File: config.mk
export PLATFORM = sky130hd
export DESIGN_NAME = mult_div_unit_flat
export DESIGN_NICKNAME = d
export VERILOG_FILES = /design/src/rtl/mult_div_unit_if.sv /design/src/rtl/mult_div_unit.sv /design/src/flat_wrapper.sv
export SDC_FILE = /design/constraint.sdc
export NUM_CORES = 1
export LEC_CHECK = 0
export CAP_MARGIN = 25
export CORE_MARGIN = 2
export CORE_UTILIZATION = 55
export CTS_CLUSTER_SIZE = 12
export DETAILED_ROUTE_END_ITERATION = 8
export DONT_BUFFER_PORTS = 1
export PLACE_DENSITY = 0.77
export SYNTH_ARGS = -nofsm -noshare
export SYNTH_HDL_FRONTEND = slang
export SYNTH_SLANG_ARGS = --single-unit
export TNS_END_PERCENT = 20
File: constraint.sdc
create_clock -name Clk -period 3.95 [get_ports Clk]
set_input_delay 1.185 -clock Clk [delete_from_list [all_inputs] [get_ports Clk]]
set_output_delay 1.185 -clock Clk [all_outputs]
set_load 0.02 [all_outputs]
File: src/rtl/mult_div_unit_if.sv
// ============================================================================
// Module      : mult_div_unit_if
// Description : Pipeline-control <-> multiply/divide unit interface.
//               master = pipeline side (launches ops, writes HI/LO)
//               slave  = mult_div_unit side (holds HI/LO, reports status)
// Signals     : start, op[1:0], a, b, mthi, mtlo, wdata   (master -> slave)
//               hi, lo, busy, done, div_by_zero           (slave -> master)
// Revision    : 1.0 - initial release
// ============================================================================
`default_nettype none

interface mult_div_unit_if #(
  parameter int WIDTH = 32
);
  logic             start;
  logic [1:0]       op;
  logic [WIDTH-1:0] a;
  logic [WIDTH-1:0] b;
  logic             mthi;
  logic             mtlo;
  logic [WIDTH-1:0] wdata;
  logic [WIDTH-1:0] hi;
  logic [WIDTH-1:0] lo;
  logic             busy;
  logic             done;
  logic             div_by_zero;

  modport master (
    output start, op, a, b, mthi, mtlo, wdata,
    input  hi, lo, busy, done, div_by_zero
  );

  modport slave (
    input  start, op, a, b, mthi, mtlo, wdata,
    output hi, lo, busy, done, div_by_zero
  );
endinterface

`default_nettype wire

File: src/rtl/mult_div_unit.sv
// ============================================================================
// Module      : mult_div_unit
// Description : Iterative HI/LO multiply/divide unit (MULT/MULTU/DIV/DIVU,
//               MTHI/MTLO). One radix-2 iteration per clock: shift-add for
//               multiply, restoring shift-subtract for divide, operating on
//               magnitudes with a final sign-fix cycle.
// Ports       : Clk           clock, all state changes on posedge
//               resetControl  synchronous active-high reset
//               bus (slave)   start/op/a/b/mthi/mtlo/wdata in,
//                             hi/lo/busy/done/div_by_zero out
// Revision    : 1.0 - initial release
// ============================================================================
`default_nettype none

module mult_div_unit #(
  parameter int WIDTH = 32
) (
  input  wire logic          Clk,
  input  wire logic          resetControl,
  mult_div_unit_if.slave     bus
);

  localparam int              CNT_W    = (WIDTH > 1) ? $clog2(WIDTH) : 1;
  localparam logic [CNT_W-1:0] CNT_LAST = CNT_W'(WIDTH - 1);

  typedef enum logic [1:0] {
    ST_IDLE = 2'd0,
    ST_CALC = 2'd1,
    ST_FIX  = 2'd2
  } state_t;

  state_t             state_q, state_d;
  logic [1:0]         op_q, op_d;
  logic [WIDTH-1:0]   a_orig_q, a_orig_d;   // raw dividend, returned as HI on /0
  logic               neg_a_q, neg_a_d;
  logic               neg_b_q, neg_b_d;
  // opnd: multiplicand |a| for multiply, divisor |b| for divide
  logic [WIDTH-1:0]   opnd_q, opnd_d;
  // upper: partial product high half / partial remainder
  // lower: multiplier being shifted out / dividend shifting into quotient
  logic [WIDTH-1:0]   upper_q, upper_d;
  logic [WIDTH-1:0]   lower_q, lower_d;
  logic [CNT_W-1:0]   cnt_q, cnt_d;
  logic [WIDTH-1:0]   hi_q, hi_d;
  logic [WIDTH-1:0]   lo_q, lo_d;
  logic               done_q, done_d;
  logic               dbz_q, dbz_d;

  // Operand magnitudes at launch; only signed ops (op[0]==0) see a sign.
  logic               w_a_neg, w_b_neg;
  logic [WIDTH-1:0]   w_a_abs, w_b_abs;

  assign w_a_neg = ~bus.op[0] & bus.a[WIDTH-1];
  assign w_b_neg = ~bus.op[0] & bus.b[WIDTH-1];
  assign w_a_abs = w_a_neg ? -bus.a : bus.a;
  assign w_b_abs = w_b_neg ? -bus.b : bus.b;

  // Multiply step: conditional add into the high half, then shift the
  // whole {upper, lower} pair right by one (carry lands in upper MSB).
  logic [WIDTH:0]     w_mul_sum;
  assign w_mul_sum = {1'b0, upper_q} + (lower_q[0] ? {1'b0, opnd_q} : '0);

  // Divide step: bring the next dividend bit into the remainder and try
  // to subtract the divisor. The remainder is always < divisor, so the
  // shifted value fits in WIDTH+1 bits.
  logic [WIDTH:0]     w_div_shift;
  logic [WIDTH:0]     w_div_sub;
  logic               w_div_ge;
  assign w_div_shift = {upper_q, lower_q[WIDTH-1]};
  assign w_div_sub   = w_div_shift - {1'b0, opnd_q};
  assign w_div_ge    = (w_div_shift >= {1'b0, opnd_q});

  // Sign-fix candidates
  logic [2*WIDTH-1:0] w_prod, w_prod_neg;
  logic [WIDTH-1:0]   w_quo_neg, w_rem_neg;
  assign w_prod     = {upper_q, lower_q};
  assign w_prod_neg = -w_prod;
  assign w_quo_neg  = -lower_q;
  assign w_rem_neg  = -upper_q;

  always_ff @(posedge Clk) begin
    if (resetControl) begin
      state_q  <= ST_IDLE;
      op_q     <= '0;
      a_orig_q <= '0;
      neg_a_q  <= 1'b0;
      neg_b_q  <= 1'b0;
      opnd_q   <= '0;
      upper_q  <= '0;
      lower_q  <= '0;
      cnt_q    <= '0;
      hi_q     <= '0;
      lo_q     <= '0;
      done_q   <= 1'b0;
      dbz_q    <= 1'b0;
    end else begin
      state_q  <= state_d;
      op_q     <= op_d;
      a_orig_q <= a_orig_d;
      neg_a_q  <= neg_a_d;
      neg_b_q  <= neg_b_d;
      opnd_q   <= opnd_d;
      upper_q  <= upper_d;
      lower_q  <= lower_d;
      cnt_q    <= cnt_d;
      hi_q     <= hi_d;
      lo_q     <= lo_d;
      done_q   <= done_d;
      dbz_q    <= dbz_d;
    end
  end

  always_comb begin
    state_d  = state_q;
    op_d     = op_q;
    a_orig_d = a_orig_q;
    neg_a_d  = neg_a_q;
    neg_b_d  = neg_b_q;
    opnd_d   = opnd_q;
    upper_d  = upper_q;
    lower_d  = lower_q;
    cnt_d    = cnt_q;
    hi_d     = hi_q;
    lo_d     = lo_q;
    done_d   = 1'b0;
    dbz_d    = 1'b0;

    case (state_q)
      ST_IDLE: begin
        if (bus.start) begin
          // start wins over a simultaneous mthi/mtlo
          op_d     = bus.op;
          a_orig_d = bus.a;
          neg_a_d  = w_a_neg;
          neg_b_d  = w_b_neg;
          upper_d  = '0;
          cnt_d    = '0;
          if (bus.op[1]) begin
            lower_d = w_a_abs;
            opnd_d  = w_b_abs;
          end else begin
            lower_d = w_b_abs;
            opnd_d  = w_a_abs;
          end
          state_d  = ST_CALC;
        end else begin
          if (bus.mthi) hi_d = bus.wdata;
          if (bus.mtlo) lo_d = bus.wdata;
        end
      end

      ST_CALC: begin
        cnt_d = cnt_q + CNT_W'(1);
        if (op_q[1]) begin
          if (w_div_ge) begin
            upper_d = w_div_sub[WIDTH-1:0];
            lower_d = {lower_q[WIDTH-2:0], 1'b1};
          end else begin
            upper_d = w_div_shift[WIDTH-1:0];
            lower_d = {lower_q[WIDTH-2:0], 1'b0};
          end
        end else begin
          upper_d = w_mul_sum[WIDTH:1];
          lower_d = {w_mul_sum[0], lower_q[WIDTH-1:1]};
        end
        if (cnt_q == CNT_LAST) state_d = ST_FIX;
      end

      ST_FIX: begin
        state_d = ST_IDLE;
        done_d  = 1'b1;
        if (!op_q[1]) begin
          // neg flags are only ever set for signed ops
          if (neg_a_q ^ neg_b_q) {hi_d, lo_d} = w_prod_neg;
          else                   {hi_d, lo_d} = w_prod;
        end else if (opnd_q == '0) begin
          hi_d  = a_orig_q;
          lo_d  = '1;
          dbz_d = 1'b1;
        end else begin
          // remainder follows the dividend's sign; the min-negative / -1
          // case wraps naturally to 0x80..0 through the magnitude path
          lo_d = (neg_a_q ^ neg_b_q) ? w_quo_neg : lower_q;
          hi_d = neg_a_q ? w_rem_neg : upper_q;
        end
      end

      default: state_d = ST_IDLE;
    endcase
  end

  assign bus.hi          = hi_q;
  assign bus.lo          = lo_q;
  assign bus.busy        = (state_q != ST_IDLE);
  assign bus.done        = done_q;
  assign bus.div_by_zero = dbz_q;

endmodule

`default_nettype wire
File: src/flat_wrapper.sv
// flat-port wrapper written by rule: the top's interface ports become plain ports
module mult_div_unit_flat 
#(
  parameter int WIDTH = 32
)
  (Clk, resetControl, bus_start, bus_op, bus_a, bus_b, bus_mthi, bus_mtlo, bus_wdata, bus_hi, bus_lo, bus_busy, bus_done, bus_div_by_zero);
  mult_div_unit_if #(.WIDTH(WIDTH)) bus_i ();
  input  wire logic Clk;
  input  wire logic resetControl;
  input wire logic [$bits(bus_i.start)-1:0] bus_start;
  input wire logic [$bits(bus_i.op)-1:0] bus_op;
  input wire logic [$bits(bus_i.a)-1:0] bus_a;
  input wire logic [$bits(bus_i.b)-1:0] bus_b;
  input wire logic [$bits(bus_i.mthi)-1:0] bus_mthi;
  input wire logic [$bits(bus_i.mtlo)-1:0] bus_mtlo;
  input wire logic [$bits(bus_i.wdata)-1:0] bus_wdata;
  output wire logic [$bits(bus_i.hi)-1:0] bus_hi;
  output wire logic [$bits(bus_i.lo)-1:0] bus_lo;
  output wire logic [$bits(bus_i.busy)-1:0] bus_busy;
  output wire logic [$bits(bus_i.done)-1:0] bus_done;
  output wire logic [$bits(bus_i.div_by_zero)-1:0] bus_div_by_zero;
  assign bus_i.start = bus_start;
  assign bus_i.op = bus_op;
  assign bus_i.a = bus_a;
  assign bus_i.b = bus_b;
  assign bus_i.mthi = bus_mthi;
  assign bus_i.mtlo = bus_mtlo;
  assign bus_i.wdata = bus_wdata;
  assign bus_hi = bus_i.hi;
  assign bus_lo = bus_i.lo;
  assign bus_busy = bus_i.busy;
  assign bus_done = bus_i.done;
  assign bus_div_by_zero = bus_i.div_by_zero;
  mult_div_unit #(.WIDTH(WIDTH)) u_core (.Clk(Clk), .resetControl(resetControl), .bus(bus_i));
endmodule
# == Yosys cells after proc, flatten, opt, wreduce, memory -nomap -nowiden ==
# Index checks and enable logic that the tools add are counted.
# Widths: inputs -> output; s select.
# word_totals
register_bits,205
inputBits,103
word_cells,81
# op_classes
reduce_logical,11
order_cmp,1
eq_ne,8
bitwise,6
n_mux,34
add_sub_neg,8
# op_table
operator,n
$mux 32,22
$pmux 32 s2,4
$neg 32->32,4
$neg 64->64,1
$add 32x32->33,1
$ge 33x32->1,1
$logic_not 32->1,1
$sub 32x32->32,1
$pmux 5 s2,1
$ne 2x2->1 const B,4
$reduce_and 2->1,3
$reduce_and 3->1,2
$reduce_bool 2->1,3
$add 5x1->5 const B,1
$eq 5x5->1 const B,1
$mux 5,1
$mux 2,2
$pmux 2 s2,1
$mux 1,3
$not 1->1,3
$reduce_or 3->1,1
$and 1x1->1,2
$eq 2x1->1 const B,1
$eq 2x2->1 const B,1
other kinds (3),3

# == Logic depth before layout (Yosys ltp) ==
# logic_depth
ltp_word,6
mapped_depth,14

# == Worst setup path before layout ==
# Ideal clock, no wire load.
# synth_path
kind,in2reg
from,input bus_a[1]
to,register u_core.lower_q[20]
path_stages,11
required_ns,3.855
arrival_time_ns,3.529
slack_ns,0.326
path_buffers,0
path_cell_list,inv_1 ha_1 or3b_2 nor4_1 nand3_1 o31ai_1 xnor2_1 nand2_1 o21ai_0 nand2_1 a221oi_1
# synth_between
elab_chain_len,5
# synth_lines
item,line_no,source
"start, declared",flat_wrapper.sv:12,input wire logic [$bits(bus_i.a)-1:0] bus_a;
$neg 32->32,mult_div_unit.sv:55,assign w_a_abs = w_a_neg ? -bus.a : bus.a;
$mux 32,mult_div_unit.sv:55,
$mux 32,mult_div_unit.sv:138,if (bus.op[1]) begin
$mux 32,mult_div_unit.sv:130,if (bus.start) begin
$pmux 32 s2,mult_div_unit.sv:128,case (state_q)
"end signal, assigned",mult_div_unit.sv:104,lower_q <= lower_d;
"end, declared",mult_div_unit.sv:42,"logic [WIDTH-1:0] lower_q, lower_d;"
# Every way passes these cells. The select of a mux whose other input is x is not followed.
# A chain may end at the register's enable or synchronous reset.

# == Worst setup path in the final report ==
# layout_path
from,register u_core.opnd_q[0]
to,register u_core.upper_q[27]
# layout_between
elab_chain_len,4
# layout_lines
item,line_no,source
"start, declared",mult_div_unit.sv:38,"logic [WIDTH-1:0] opnd_q, opnd_d;"
"start signal, assigned",mult_div_unit.sv:102,opnd_q <= opnd_d;
$mux 32 (tied with other cells),mult_div_unit.sv:61,"assign w_mul_sum = {1'b0, upper_q} + (lower_q[0] ? {1'b0, opnd_q} : '0);"
$add 32x32->33 or $mux 32 (tied branches),"mult_div_unit.sv:61, mult_div_unit.sv:155",
$mux 32 *,mult_div_unit.sv:154,if (op_q[1]) begin
$pmux 32 s2 *,mult_div_unit.sv:128,
"end signal, assigned",mult_div_unit.sv:103,upper_q <= upper_d;
"end, declared",mult_div_unit.sv:41,"logic [WIDTH-1:0] upper_q, upper_d;"
# Every way passes the cells marked *; elsewhere a longest branch is shown, timed or not.

==> results.cfg <==
[outcome]
status = finished, final reports clean

[worst_setup_path]
cpPeakStageDelay_ps = 500
critical_path_arrival_ps = 4110
crit_type = reg -> reg
r2r-end = u_core.upper_q[27]
startpoint_type = register
worstPathCellList = and2_1 -> ha_1 -> inv_1 -> fa_1 -> nand2b_1 -> a21o_1 -> a21oi_1 -> a221oi_1 -> a21o_1 -> a21oi_1 -> o21ai_0 -> and3_1 -> o311ai_0
critPathTopFamily = compound AO/OA/AOI/OAI gates
endpoint_kind = register
worstPathMaxFanout = 4
ff2ff_path_depth = 13
required_ps = 4390
critical-path-slowest-cell = a21oi_1
r2r_start = u_core.opnd_q[0]
critPathBufInv = 1
reg2reg_slack_ps = 280

[grt]
grt_first_pass_wirelength_um = 99680
grt_pass1_vias = 16660
gr-usage-all-layers = 0.4094
antenna_found_initial = 0
overflow = 0
grt_max_degree = 171

[synthesis]
netlist_area_mm2 = 0.01664
ys_ff_latch = 204
yosys_warnings = 0
ys_seq_area_frac = 0.2454
synth_top_cell_by_area = dfxtp_1
ys_types = 79
synth_area_leaders = dfxtp_1, a21oi_1, nand2_1
synth_flop_cell = dfxtp_1
synth-edff-count = 0
avgSynthCellArea_um2 = 7.225
syn_nets = 2478
synthCells = 2303
synth_async_sr_flop_share = 0
synth.top_cell.area_share = 0.2454

[worst_hold_path]
hold_depth = 2
holdPathEnd = u_core.a_orig_q[14]
holdCritStartpoint = u_core.a_orig_q[14]
hp-class = reg -> reg

[sta]
skew_ps = 38.50
max_slew_margin = 0.3805
drv_slew = 0
period_needed_ps = 3670
fin_ws_ps = 279.7
worstMarginPinSlew_ps = 928.3
setup_tns_ps = 0
rsz0062_at_grt = false
finalSetupViolCount = 0
min_period_over_period = 0.9292
clock.fmax_mhz = 272.5
hold_viol = 0

[finish]
num-fill-cells = 2710
drive_gt1_frac = 0.07750
multi_input_area_mm2 = 0.01164
fin_nets = 2416
area_growth_pct = 8.722
regArea_mm2 = 0.004088
antenna_cells = 0

[die]
rows = 63
coreArea_mm2 = 0.02972
start_util = 0.5599
dieHeight_um = 177.9
ios = 170
die_area_mm2 = 0.03166
dieWidth_um = 177.9

[power_and_ir_drop]
peakVddDrop_mv = 0.3674
p_int_uw = 4319
power.share.clock = 0.372
power_density_mw_per_mm2 = 369.4
leakagePower_uw = 0.006965
p_seq_frac = 0.359
p_sw_uw = 2365
p_sw_frac = 0.3538
combPwrFrac = 0.269

[placed_design]
place_ws_ps = 293.5
numPortBuffers = 0
gp_congestion = 1.030
dp.final_hpwl_um = 50660

[route]
num_vias = 18340
ant_nets = 0
remaining_drc_errors = 0
wl_per_cell_um = 25.19
finalWirelength_um = 66710
drt_pass1_iterations = 8
routed_via_density = 6.927
drtIter0Drc = 2679

[clock_tree]
cts_tree = yes
clkTransAtPathRegs_ps = 70
clockRootBuffer = clkbuf_16
clock_latency_ps = 570
clkSinkCount = 204
clk_path_buf_depth = 3
cts_max_level = 1
numCtsBuffers = 25
postCtsSetupBuffers = 0

[flow_run]
max_cap_viol_count = 0
metrics by stage:
step                power [uW]  instances  hold slack [ps]  cell area [um^2]  utilization
global route              6882       2648            480.2             18090       0.6088
global placement          4119       2603            443.8             17200       0.5789
detailed placement        4145       2603            449.8             17200       0.5789
finish                    6684       2648            459.2             18090       0.6088
floorplan                 3599       2303            433.2             16640            -
CTS                       6586       2647            458.4             18080       0.6084
power groups by stage:
stage | clock, uW | sequential, uW | combinational (uW)
2_1_floorplan | 0 | 2340 | 1260
3_3_place_gp | 0 | 2420 | 1690
3_5_place_dp | 0 | 2430 | 1720
4_1_cts | 2470 | 2390 | 1730
5_1_grt | 2550 | 2400 | 1930
6_report | 2490 | 2400 | 1800
timing repair:
item,4_1_cts,5_1_grt
setup endpoints to repair,0,2
gates resized for setup,0,1
hold buffers,0,0
synthesized netlist by cell type, drive strengths merged (21+ instances only):
cell      n
o221ai   37
ha       70
xor2     80
nor3     49
a31oi    22
o31ai    28
nand3    39
o21ai   126
a211oi   69
nand2   281
nor2    221
inv      70
nand2b   21
o211ai   49
buf      23
a21oi   272
a21o     26
mux2i    55
xnor2   102
clkbuf  158
nor4     35
dfxtp   204
routing by layer:
layer  track usage  part of all wire
met1        0.5603              0.40
met2        0.5819              0.40
met3        0.1455              0.14
met4        0.1612             0.049
met5             0                 0
cell families (layout without fill, tap and decap cells):
kind of cell / Yosys count / count (layout) / share of synthesized area
mux: 58 / 58 / 0.03512
compound gates: 762 / 762 / 0.2930
fa+ha+maj: 72 / 72 / 0.05504
simple gates: 773 / 773 / 0.2172
flops: 204 / 204 / 0.2454
buf+inv: 252 / 207 / 0.05842
xor+xnor: 182 / 182 / 0.09580
state kept, by name, summed over array words and instances (netlist names):
signal and count:
u_core.lower_q 32, u_core.neg_a_q 1, u_core.bus.done 1, u_core.opnd_q 32, u_core.bus.hi 32, u_core.op_q 1, u_core.cnt_q 5, u_core.neg_b_q 1
u_core.state_q 2, u_core.upper_q 32, u_core.a_orig_q 32, u_core.bus.div_by_zero 1, u_core.bus.lo 32
area by class of cell:
class | count | share of cell area
Inverter | 71 | 0.01473
Timing Repair Buffer | 92 | 0.04081
Clock inverter | 11 | 0.008783
Clock buffer | 33 | 0.03956
Multi-Input combinational cell | 1847 | 0.6432
Sequential cell | 204 | 0.2259
Tap cell | 390 | 0.02697
how the worst max path moves through the flow:
| stage | to | start | depth (start not counted) | slack [ps] |
|---|---|---|---|---|
| 6_report | u_core.upper_q[27] | u_core.opnd_q[0] | 13 | 280 |
| 5_1_grt | u_core.upper_q[29] | u_core.lower_q[0] | 12 | 140 |
| 4_1_cts | u_core.upper_q[29] | u_core.lower_q[0] | 12 | 310 |
| 3_5_place_dp | u_core.lower_q[20] | bus_a[1] | 11 | 290 |
| 3_3_place_gp | u_core.lower_q[20] | bus_a[1] | 11 | 350 |
| 2_1_floorplan | u_core.lower_q[20] | bus_a[1] | 11 | 330 |
worst min-delay path, stage by stage, from the launching register on:
cell     delay [ps]
dfxtp_1         310
nand2_1          50
a21oi_1          50
placed cells by master, fill, tap and decap left out, types with 8 or more instances in the layout:
cell type / netlist / final
nor2_1: 220 / 217
inv_1: 69 / 69
and3_1: 20 / 20
a31oi_1: 22 / 22
o21ai_0: 120 / 120
or2_2: 9 / 8
a21oi_1: 272 / 272
nand3_1: 39 / 39
o221ai_1: 37 / 37
xnor2_1: 102 / 101
a2111oi_0: 11 / 11
o211ai_1: 49 / 49
a21o_1: 26 / 26
clkbuf_16: 0 / 25
nand2b_1: 21 / 21
a211oi_1: 68 / 68
o21bai_1: 8 / 8
buf_4: 3 / 87
nor3_1: 47 / 47
o21a_1: 8 / 8
dfxtp_1: 204 / 203
or3_1: 15 / 15
a221oi_1: 14 / 14
nor2b_1: 17 / 15
nor4_1: 31 / 31
nand2_1: 280 / 280
o31ai_1: 27 / 27
nand4_1: 20 / 20
a311oi_1: 16 / 16
a22oi_1: 19 / 19
or4_1: 14 / 14
ha_1: 70 / 70
xor2_1: 80 / 79
mux2i_1: 55 / 55
o41ai_1: 13 / 12
Power figures use the tool's default switching activity.
